<file path="config.mk">
export PLATFORM = sky130hd
export DESIGN_NAME = gb_lcd_capture_flat
export DESIGN_NICKNAME = d
export VERILOG_FILES = /design/src/rtl/gb_lcd_capture_if.sv /design/src/rtl/gb_lcd_capture.sv /design/src/flat_wrapper.sv
export SDC_FILE = /design/constraint.sdc
export NUM_CORES = 1
export LEC_CHECK = 0
export ABC_AREA = 1
export BUFFER_PORTS_ARGS = -buffer_cell sky130_fd_sc_hd__buf_2
export CORE_MARGIN = 2
export CORE_UTILIZATION = 56
export DETAILED_ROUTE_END_ITERATION = 8
export PLACE_DENSITY = 0.76
export SLEW_MARGIN = 20
export SYNTH_ARGS = -nofsm -noshare
export SYNTH_HDL_FRONTEND = slang
export SYNTH_SLANG_ARGS = --single-unit
</file>
<file path="constraint.sdc">
create_clock -name fbclk -period 2.19 [get_ports fbclk]
set_input_delay 0.657 -clock fbclk [delete_from_list [all_inputs] [get_ports fbclk]]
set_output_delay 0.657 -clock fbclk [all_outputs]
set_load 0.02 [all_outputs]
</file>
<file path="src/rtl/gb_lcd_capture_if.sv">
// Game Boy LCD capture bus: pixel input side and framebuffer write side.
// The capture block is the master; the source/RAM harness is the slave.
interface gb_lcd_capture_if #(
  parameter int ADDR_W = 15
);
  logic              lcd_frame_start;
  logic              lcd_pix_valid;
  logic [1:0]        lcd_pix;
  logic              fb_wr_ready;
  logic              fb_we;
  logic [ADDR_W:0]   fb_waddr;
  logic [1:0]        fb_wdata;
  logic              fb_disp_bank;
  logic              frame_done;
  logic              overflow;
  logic              short_frame;

  modport master (
    input  lcd_frame_start, lcd_pix_valid, lcd_pix, fb_wr_ready,
    output fb_we, fb_waddr, fb_wdata, fb_disp_bank,
    output frame_done, overflow, short_frame
  );

  modport slave (
    output lcd_frame_start, lcd_pix_valid, lcd_pix, fb_wr_ready,
    input  fb_we, fb_waddr, fb_wdata, fb_disp_bank,
    input  frame_done, overflow, short_frame
  );
endinterface

</file>
<file path="src/rtl/gb_lcd_capture.sv">
// Game Boy LCD pixel capture into a double-buffered framebuffer.
// Linear pixel counter feeds a show-ahead FIFO with a registered head.
module gb_lcd_capture #(
  parameter int WIDTH      = 160,
  parameter int HEIGHT     = 144,
  parameter int FIFO_DEPTH = 8,
  parameter int ADDR_W     = 15
) (
  input  logic               fbclk,
  input  logic               fbclk_rst,
  gb_lcd_capture_if.master   bus
);
  localparam int PW = $clog2(FIFO_DEPTH);
  localparam int CW = PW + 1;
  localparam logic [ADDR_W-1:0] LAST_IDX = ADDR_W'(WIDTH * HEIGHT - 1);
  localparam logic [CW-1:0] FULL = CW'(FIFO_DEPTH);

  typedef struct packed {
    logic              last;
    logic              bank;
    logic [ADDR_W-1:0] idx;
    logic [1:0]        pix;
  } ent_t;

  typedef enum logic {IDLE, CAPTURE} state_t;

  state_t            state;
  logic [ADDR_W-1:0] pix_cnt;
  logic [ADDR_W-1:0] cur_cnt;
  logic              wr_bank;
  logic              push;
  logic              push_ok;
  logic              pop;
  logic [CW-1:0]     count;
  logic [CW-1:0]     count_nxt;
  logic [PW-1:0]     wptr;
  logic [PW-1:0]     rptr;
  ent_t              din;
  ent_t              head;
  ent_t              mem [FIFO_DEPTH];

  always_comb begin
    cur_cnt   = bus.lcd_frame_start ? '0 : pix_cnt;
    push      = bus.lcd_pix_valid &
                (bus.lcd_frame_start | (state == CAPTURE));
    push_ok   = push & (count != FULL);
    pop       = bus.fb_we & bus.fb_wr_ready;
    count_nxt = count + CW'(push_ok) - CW'(pop);
    din       = '0;
    din.last  = (cur_cnt == LAST_IDX);
    din.bank  = wr_bank;
    din.idx   = cur_cnt;
    din.pix   = bus.lcd_pix;
  end

  // Dropped pixels still advance the counter so geometry stays intact.
  always_ff @(posedge fbclk) begin
    if (fbclk_rst) begin
      state           <= IDLE;
      pix_cnt         <= '0;
      wr_bank         <= 1'b0;
      bus.overflow    <= 1'b0;
      bus.short_frame <= 1'b0;
    end else begin
      if (state == CAPTURE && bus.lcd_frame_start && pix_cnt != '0)
        bus.short_frame <= 1'b1;
      if (push && count == FULL)
        bus.overflow <= 1'b1;
      if (push) begin
        if (din.last) begin
          state   <= IDLE;
          pix_cnt <= '0;
          wr_bank <= ~wr_bank;
        end else begin
          state   <= CAPTURE;
          pix_cnt <= cur_cnt + 1'b1;
        end
      end else if (bus.lcd_frame_start) begin
        state   <= CAPTURE;
        pix_cnt <= '0;
      end
    end
  end

  always_ff @(posedge fbclk) begin
    if (push_ok)
      mem[wptr] <= din;
  end

  // Head mirrors mem[rptr]; a push into an empty or draining FIFO bypasses.
  always_ff @(posedge fbclk) begin
    if (fbclk_rst) begin
      wptr             <= '0;
      rptr             <= '0;
      count            <= '0;
      head             <= '0;
      bus.fb_we        <= 1'b0;
      bus.frame_done   <= 1'b0;
      bus.fb_disp_bank <= 1'b1;
    end else begin
      bus.frame_done <= pop & head.last;
      if (pop && head.last)
        bus.fb_disp_bank <= head.bank;
      if (push_ok)
        wptr <= wptr + 1'b1;
      if (pop)
        rptr <= rptr + 1'b1;
      count     <= count_nxt;
      bus.fb_we <= (count_nxt != '0);
      if (pop) begin
        if (count > CW'(1))
          head <= mem[rptr + 1'b1];
        else if (push_ok)
          head <= din;
      end else if (count == '0 && push_ok) begin
        head <= din;
      end
    end
  end

  assign bus.fb_waddr = {head.bank, head.idx};
  assign bus.fb_wdata = head.pix;
endmodule
</file>
<file path="src/flat_wrapper.sv">
// flat-port wrapper written by rule: the top's interface ports become plain ports
module gb_lcd_capture_flat 
#(
  parameter int WIDTH      = 160,
  parameter int HEIGHT     = 144,
  parameter int FIFO_DEPTH = 8,
  parameter int ADDR_W     = 15
)
  (fbclk, fbclk_rst, bus_lcd_frame_start, bus_lcd_pix_valid, bus_lcd_pix, bus_fb_wr_ready, bus_fb_we, bus_fb_waddr, bus_fb_wdata, bus_fb_disp_bank, bus_frame_done, bus_overflow, bus_short_frame);
  gb_lcd_capture_if #(.ADDR_W(ADDR_W)) bus_i ();
  input  logic fbclk;
  input  logic fbclk_rst;
  input wire logic [$bits(bus_i.lcd_frame_start)-1:0] bus_lcd_frame_start;
  input wire logic [$bits(bus_i.lcd_pix_valid)-1:0] bus_lcd_pix_valid;
  input wire logic [$bits(bus_i.lcd_pix)-1:0] bus_lcd_pix;
  input wire logic [$bits(bus_i.fb_wr_ready)-1:0] bus_fb_wr_ready;
  output wire logic [$bits(bus_i.fb_we)-1:0] bus_fb_we;
  output wire logic [$bits(bus_i.fb_waddr)-1:0] bus_fb_waddr;
  output wire logic [$bits(bus_i.fb_wdata)-1:0] bus_fb_wdata;
  output wire logic [$bits(bus_i.fb_disp_bank)-1:0] bus_fb_disp_bank;
  output wire logic [$bits(bus_i.frame_done)-1:0] bus_frame_done;
  output wire logic [$bits(bus_i.overflow)-1:0] bus_overflow;
  output wire logic [$bits(bus_i.short_frame)-1:0] bus_short_frame;
  assign bus_i.lcd_frame_start = bus_lcd_frame_start;
  assign bus_i.lcd_pix_valid = bus_lcd_pix_valid;
  assign bus_i.lcd_pix = bus_lcd_pix;
  assign bus_i.fb_wr_ready = bus_fb_wr_ready;
  assign bus_fb_we = bus_i.fb_we;
  assign bus_fb_waddr = bus_i.fb_waddr;
  assign bus_fb_wdata = bus_i.fb_wdata;
  assign bus_fb_disp_bank = bus_i.fb_disp_bank;
  assign bus_frame_done = bus_i.frame_done;
  assign bus_overflow = bus_i.overflow;
  assign bus_short_frame = bus_i.short_frame;
  gb_lcd_capture #(.WIDTH(WIDTH), .HEIGHT(HEIGHT), .FIFO_DEPTH(FIFO_DEPTH), .ADDR_W(ADDR_W)) u_core (.fbclk(fbclk), .fbclk_rst(fbclk_rst), .bus(bus_i));
endmodule
</file>
==> impl.org <==
** Routing
- In this run, the number of DRC markers left after iteration 0 of detailed routing was 698.
- The final route contains roughly 6200 vias.
- The final layout contains routed wiring with a total length of 20460 um.
- In the routed layout, each cell is associated on average with a via count of 5.953.
- Residual DRC :: 0
- In the final routed layout, each cell accounts on average for 19.58 um.
- The pre-antenna-repair detailed-routing pass consisted of 5 iterations.
- Post-route ant nets :: 0

** Cells and area
- Total Nets Final :: 860
- The layout has 1062 filler cells.
- Layout cells sized above 1 :: about 17%
- Final cell count without fillers :: 1045
- From synthesis to final layout, the design area changed by 16.34%.
- Most frequent cells in the layout :: sky130_fd_sc_hd__edfxtp_1, sky130_fd_sc_hd__nor2_1, sky130_fd_sc_hd__o21ai_0
- The library cell used most frequently in the layout, excluding fill and tap cells, is sky130_fd_sc_hd__edfxtp_1.
- The number of antenna diodes in the final layout is 0.

** GRT
- Residual overflow from global routing :: 0
- The number of antenna violations at the first check in global routing was 0.
- The first global-routing pass estimated roughly 32000 um of wire.
- GRT Overall Usage :: about a quarter
- Maximum number of pins on one net before global-route repair :: 43
- The via count of the first global-routing pass came to 6250.

** Critical path
- Maximum net fanout on the critical path :: 3
- Worst path arrival time :: 2480 ps
- Worst setup slack for register-to-register paths :: approximately 110 ps
- Setup CP Type :: reg -> reg
- STA classifies the critical path startpoint as a flop.
- The worst setup path is captured at a flop.
- Data required time at the worst endpoint :: 2600 ps

** Floorplan
- The initial utilization of the core area, before any placement, comes to between 50% and 60%.
- Measured along the x axis, the die boundary spans 127.5 um.
- Core area :: 15030 sq um
- FP Rows :: between 40 and 50
- The die is 127.5 um tall.
- 30 I/O pins were placed.
- The die covers 16270 sq um.

** Run status
- The flow ran to the end, and the final reports show no timing, DRC or antenna violations.

** STA
- Transition time at the pin with the least slew margin :: 430.7 ps
- Setup repair after global routing left no endpoint under its margin.
- Smallest hold slack :: ~450 ps
- Final count of negative-setup-slack endpoints :: 0
- Share of the cycle needed by the critical path after routing :: 94.84%
- Clock skew :: 14.30 ps
- Shortest period the worst path allows :: just over 2000 ps
- The count of final max-slew check failures is 0.
- The final count of hold timing violations came to 0.
- Headroom to the max-slew limit came out at 71.29%.
- For this run, the top clock speed supported by timing is 0.4815 GHz.
- After routing, the total negative slack on setup checks comes to 0 ps.
- Across all setup checks in the final design, the least slack found is 113.0 ps.

** Min path
- In this run the worst hold path is classified as in -> reg.

** Logic synthesis
- The average instance in the mapped netlist occupies 10.74 sq um.
- By area, the combinational part of the netlist is dominated by simple AND/OR/NAND/NOR gates.
- Post-Syn Nets :: 813
- Synth Area in Adders :: between 1.5 and 2%
- Summing the areas of all compound-gate instances in the mapped netlist gives between 10% and 20% of the synthesized area.
- The synthesized design contains 152 enable-type register cells.
- The mapped netlist covers 8547 sq um.
- Fraction of synthesized area in multiplexers :: 0%
- Synthesis Warnings :: 0
- Counting flops and latches in the post-synthesis netlist gives 203.
- Xor and xnor fraction of the mapped netlist area :: 0.8198%
- Number of library cell types mapped by synthesis :: 39
- After synthesis, flip-flops and latches occupy ~65% of the total area.
- Counting flops with an async set or reset pin after synthesis yields a share of 0%.
- Main flop type after synthesis :: sky130_fd_sc_hd__edfxtp_1
- Synthesis produced a netlist whose cell count is ~800.
- Summing the areas of all and, or, nand and nor instances in the mapped netlist gives 14.39% of the synthesized area.

** Clock network
- Sink Count :: 203
- TritonCTS built the clock tree.
- Buffer cell driving the clock tree root :: sky130_fd_sc_hd__clkbuf_16
- Clock transition at the registers of the reported paths :: 60 ps
- Deepest clock path buffer count :: 3
- TritonCTS created 21 clock buffers.
- Clock latency at the later pin of the worst-skew pair :: between 400 and 500 ps
- Number of H-tree levels :: 1

** Power and ir drop
- Cell internal power was estimated by the tool at 7696 uW.
- Largest voltage drop on the vdd net :: a little under 1000 uV
- Total net switching power :: 3681 uW
- Of the total power, combinational logic draws 28.1%.
- Leakage power total :: 0.003595 uW
- Switching share of power :: 32.36%
- Proportion of power drawn by flip-flops and latches :: 39.8%
- The share of total power dissipated in the clock network is 32.1%.
- Power consumption :: 11380 uW
- Dividing total power by cell area gives a power density of roughly 1100 nW/um^2.

** Job
- The tool flagged a number of max-cap violations equal to 0.

** Place
- Number of instances in the placed design :: 1008
- Buffers placed on the I/O ports in this run total 29.
- Final RePlAce weighted congestion :: 0.8451
- DP Worst Slack :: -177.5 ps
- Detailed placement ended at an HPWL of between 10000 and 15000 um.
==> power by group through the flow <==
stage               combinational [uW]  sequential [uW]  clock (uW)
finish                            3200             4520        3660
global route                      3520             4540        3830
CTS                               3120             4520        3690
detailed placement                3060             4600           0
global placement                  2940             4580           0
floorplan                         2170             4570           0
==> final timing paths <==
check,startpoint,end,cells past startpoint
max,u_core.count[2]$_SDFF_PP0_,u_core.bus.fb_we$_SDFF_PP0_,10
min,bus_lcd_frame_start,u_core.state$_SDFFE_PP0P_,3
max reg2reg,u_core.count[2]$_SDFF_PP0_,u_core.bus.fb_we$_SDFF_PP0_,10
min reg2reg,u_core.bus.short_frame$_SDFFE_PP0P_,u_core.bus.short_frame$_SDFFE_PP0P_,2
==> metal layers <==
layer / share of wire, % / track usage, %
met1: 39 / 32.97
met2: 49 / 43.00
met5: 0 / 0
met4: 2.9 / 9.244
met3: 8.4 / 5.276
==> cell usage after synthesis (2+ instances only) <==
| cell type | n | area (sq um) |
|---|---|---|
| sky130_fd_sc_hd__nor2_2 | 7 | 43.79 |
| sky130_fd_sc_hd__buf_1 | 3 | 11.26 |
| sky130_fd_sc_hd__xnor2_1 | 3 | 26.28 |
| sky130_fd_sc_hd__o211ai_1 | 36 | 270.3 |
| sky130_fd_sc_hd__xor2_1 | 5 | 43.79 |
| sky130_fd_sc_hd__nand3b_1 | 3 | 22.52 |
| sky130_fd_sc_hd__inv_1 | 39 | 146.4 |
| sky130_fd_sc_hd__nand4_1 | 5 | 31.28 |
| sky130_fd_sc_hd__nor2_4 | 2 | 22.52 |
| sky130_fd_sc_hd__ha_1 | 9 | 112.6 |
| sky130_fd_sc_hd__buf_4 | 21 | 157.7 |
| sky130_fd_sc_hd__nor4_1 | 2 | 12.51 |
| sky130_fd_sc_hd__o21ai_0 | 97 | 485.5 |
| sky130_fd_sc_hd__nor3_1 | 3 | 15.01 |
| sky130_fd_sc_hd__nand2_1 | 60 | 225.2 |
| sky130_fd_sc_hd__buf_6 | 2 | 22.52 |
| sky130_fd_sc_hd__dfxtp_1 | 51 | 1021 |
| sky130_fd_sc_hd__nand3_1 | 41 | 205.2 |
| sky130_fd_sc_hd__buf_2 | 11 | 55.05 |
| sky130_fd_sc_hd__a21oi_1 | 49 | 245.2 |
| sky130_fd_sc_hd__clkbuf_1 | 21 | 78.83 |
| sky130_fd_sc_hd__edfxtp_1 | 152 | 4564 |
| sky130_fd_sc_hd__nor2_1 | 158 | 593.1 |
==> cell type report <==
class,instances,area [sq um],area share [%]
Inverter,42,160.2,1.611
Clock buffer,31,634.4,6.380
Tap cell,188,235.2,2.366
Sequential cell,203,5587,56.18
Multi-Input combinational cell,493,2539,25.53
Clock inverter,6,82.58,0.8305
Timing Repair Buffer,82,705.7,7.097
==> registers in the layout (all words and copies together) (netlist names) <==
name / cells
u_core.bus.fb_disp_bank: 1
u_core.bus.fb_waddr: 16
u_core.bus.fb_wdata: 2
u_core.bus.fb_we: 1
u_core.bus.frame_done: 1
u_core.bus.overflow: 1
u_core.bus.short_frame: 1
u_core.count: 4
u_core.head: 1
u_core.mem: 152
u_core.pix_cnt: 15
u_core.rptr: 3
u_core.state: 1
u_core.wptr: 3
u_core.wr_bank: 1
==> worst max-delay path: stages (launching register included) <==
cell and delay (ps):
sky130_fd_sc_hd__dfxtp_1 310, sky130_fd_sc_hd__inv_1 70, sky130_fd_sc_hd__ha_2 220, sky130_fd_sc_hd__nand2_2 90
sky130_fd_sc_hd__nand2_4 50, sky130_fd_sc_hd__ha_1 260, sky130_fd_sc_hd__inv_1 40, sky130_fd_sc_hd__ha_1 200
sky130_fd_sc_hd__fa_2 540, sky130_fd_sc_hd__inv_1 60, sky130_fd_sc_hd__a41oi_2 150
==> what timing repair did <==
item,4_1_cts,5_1_grt
endpoints found under the setup margin,0,2
hold buffers,0,0
buffers inserted,0,0
gates resized for setup,0,5
==> cells by family after synthesis <==
kind of cell	count (synthesis)
xor+xnor	8
compound gates	187
simple gates	288
buf+inv	100
fa+ha+maj	10
flops	203
==> stage by stage <==
stage          util (%)  cell area [sq um]
3_5_place_dp      61.22               9204
6_report          66.14               9943
5_1_grt           66.14               9943
3_3_place_gp      61.22               9204
4_1_cts           65.99               9921
2_1_floorplan         -               8562
Power figures use the tool's default switching activity.
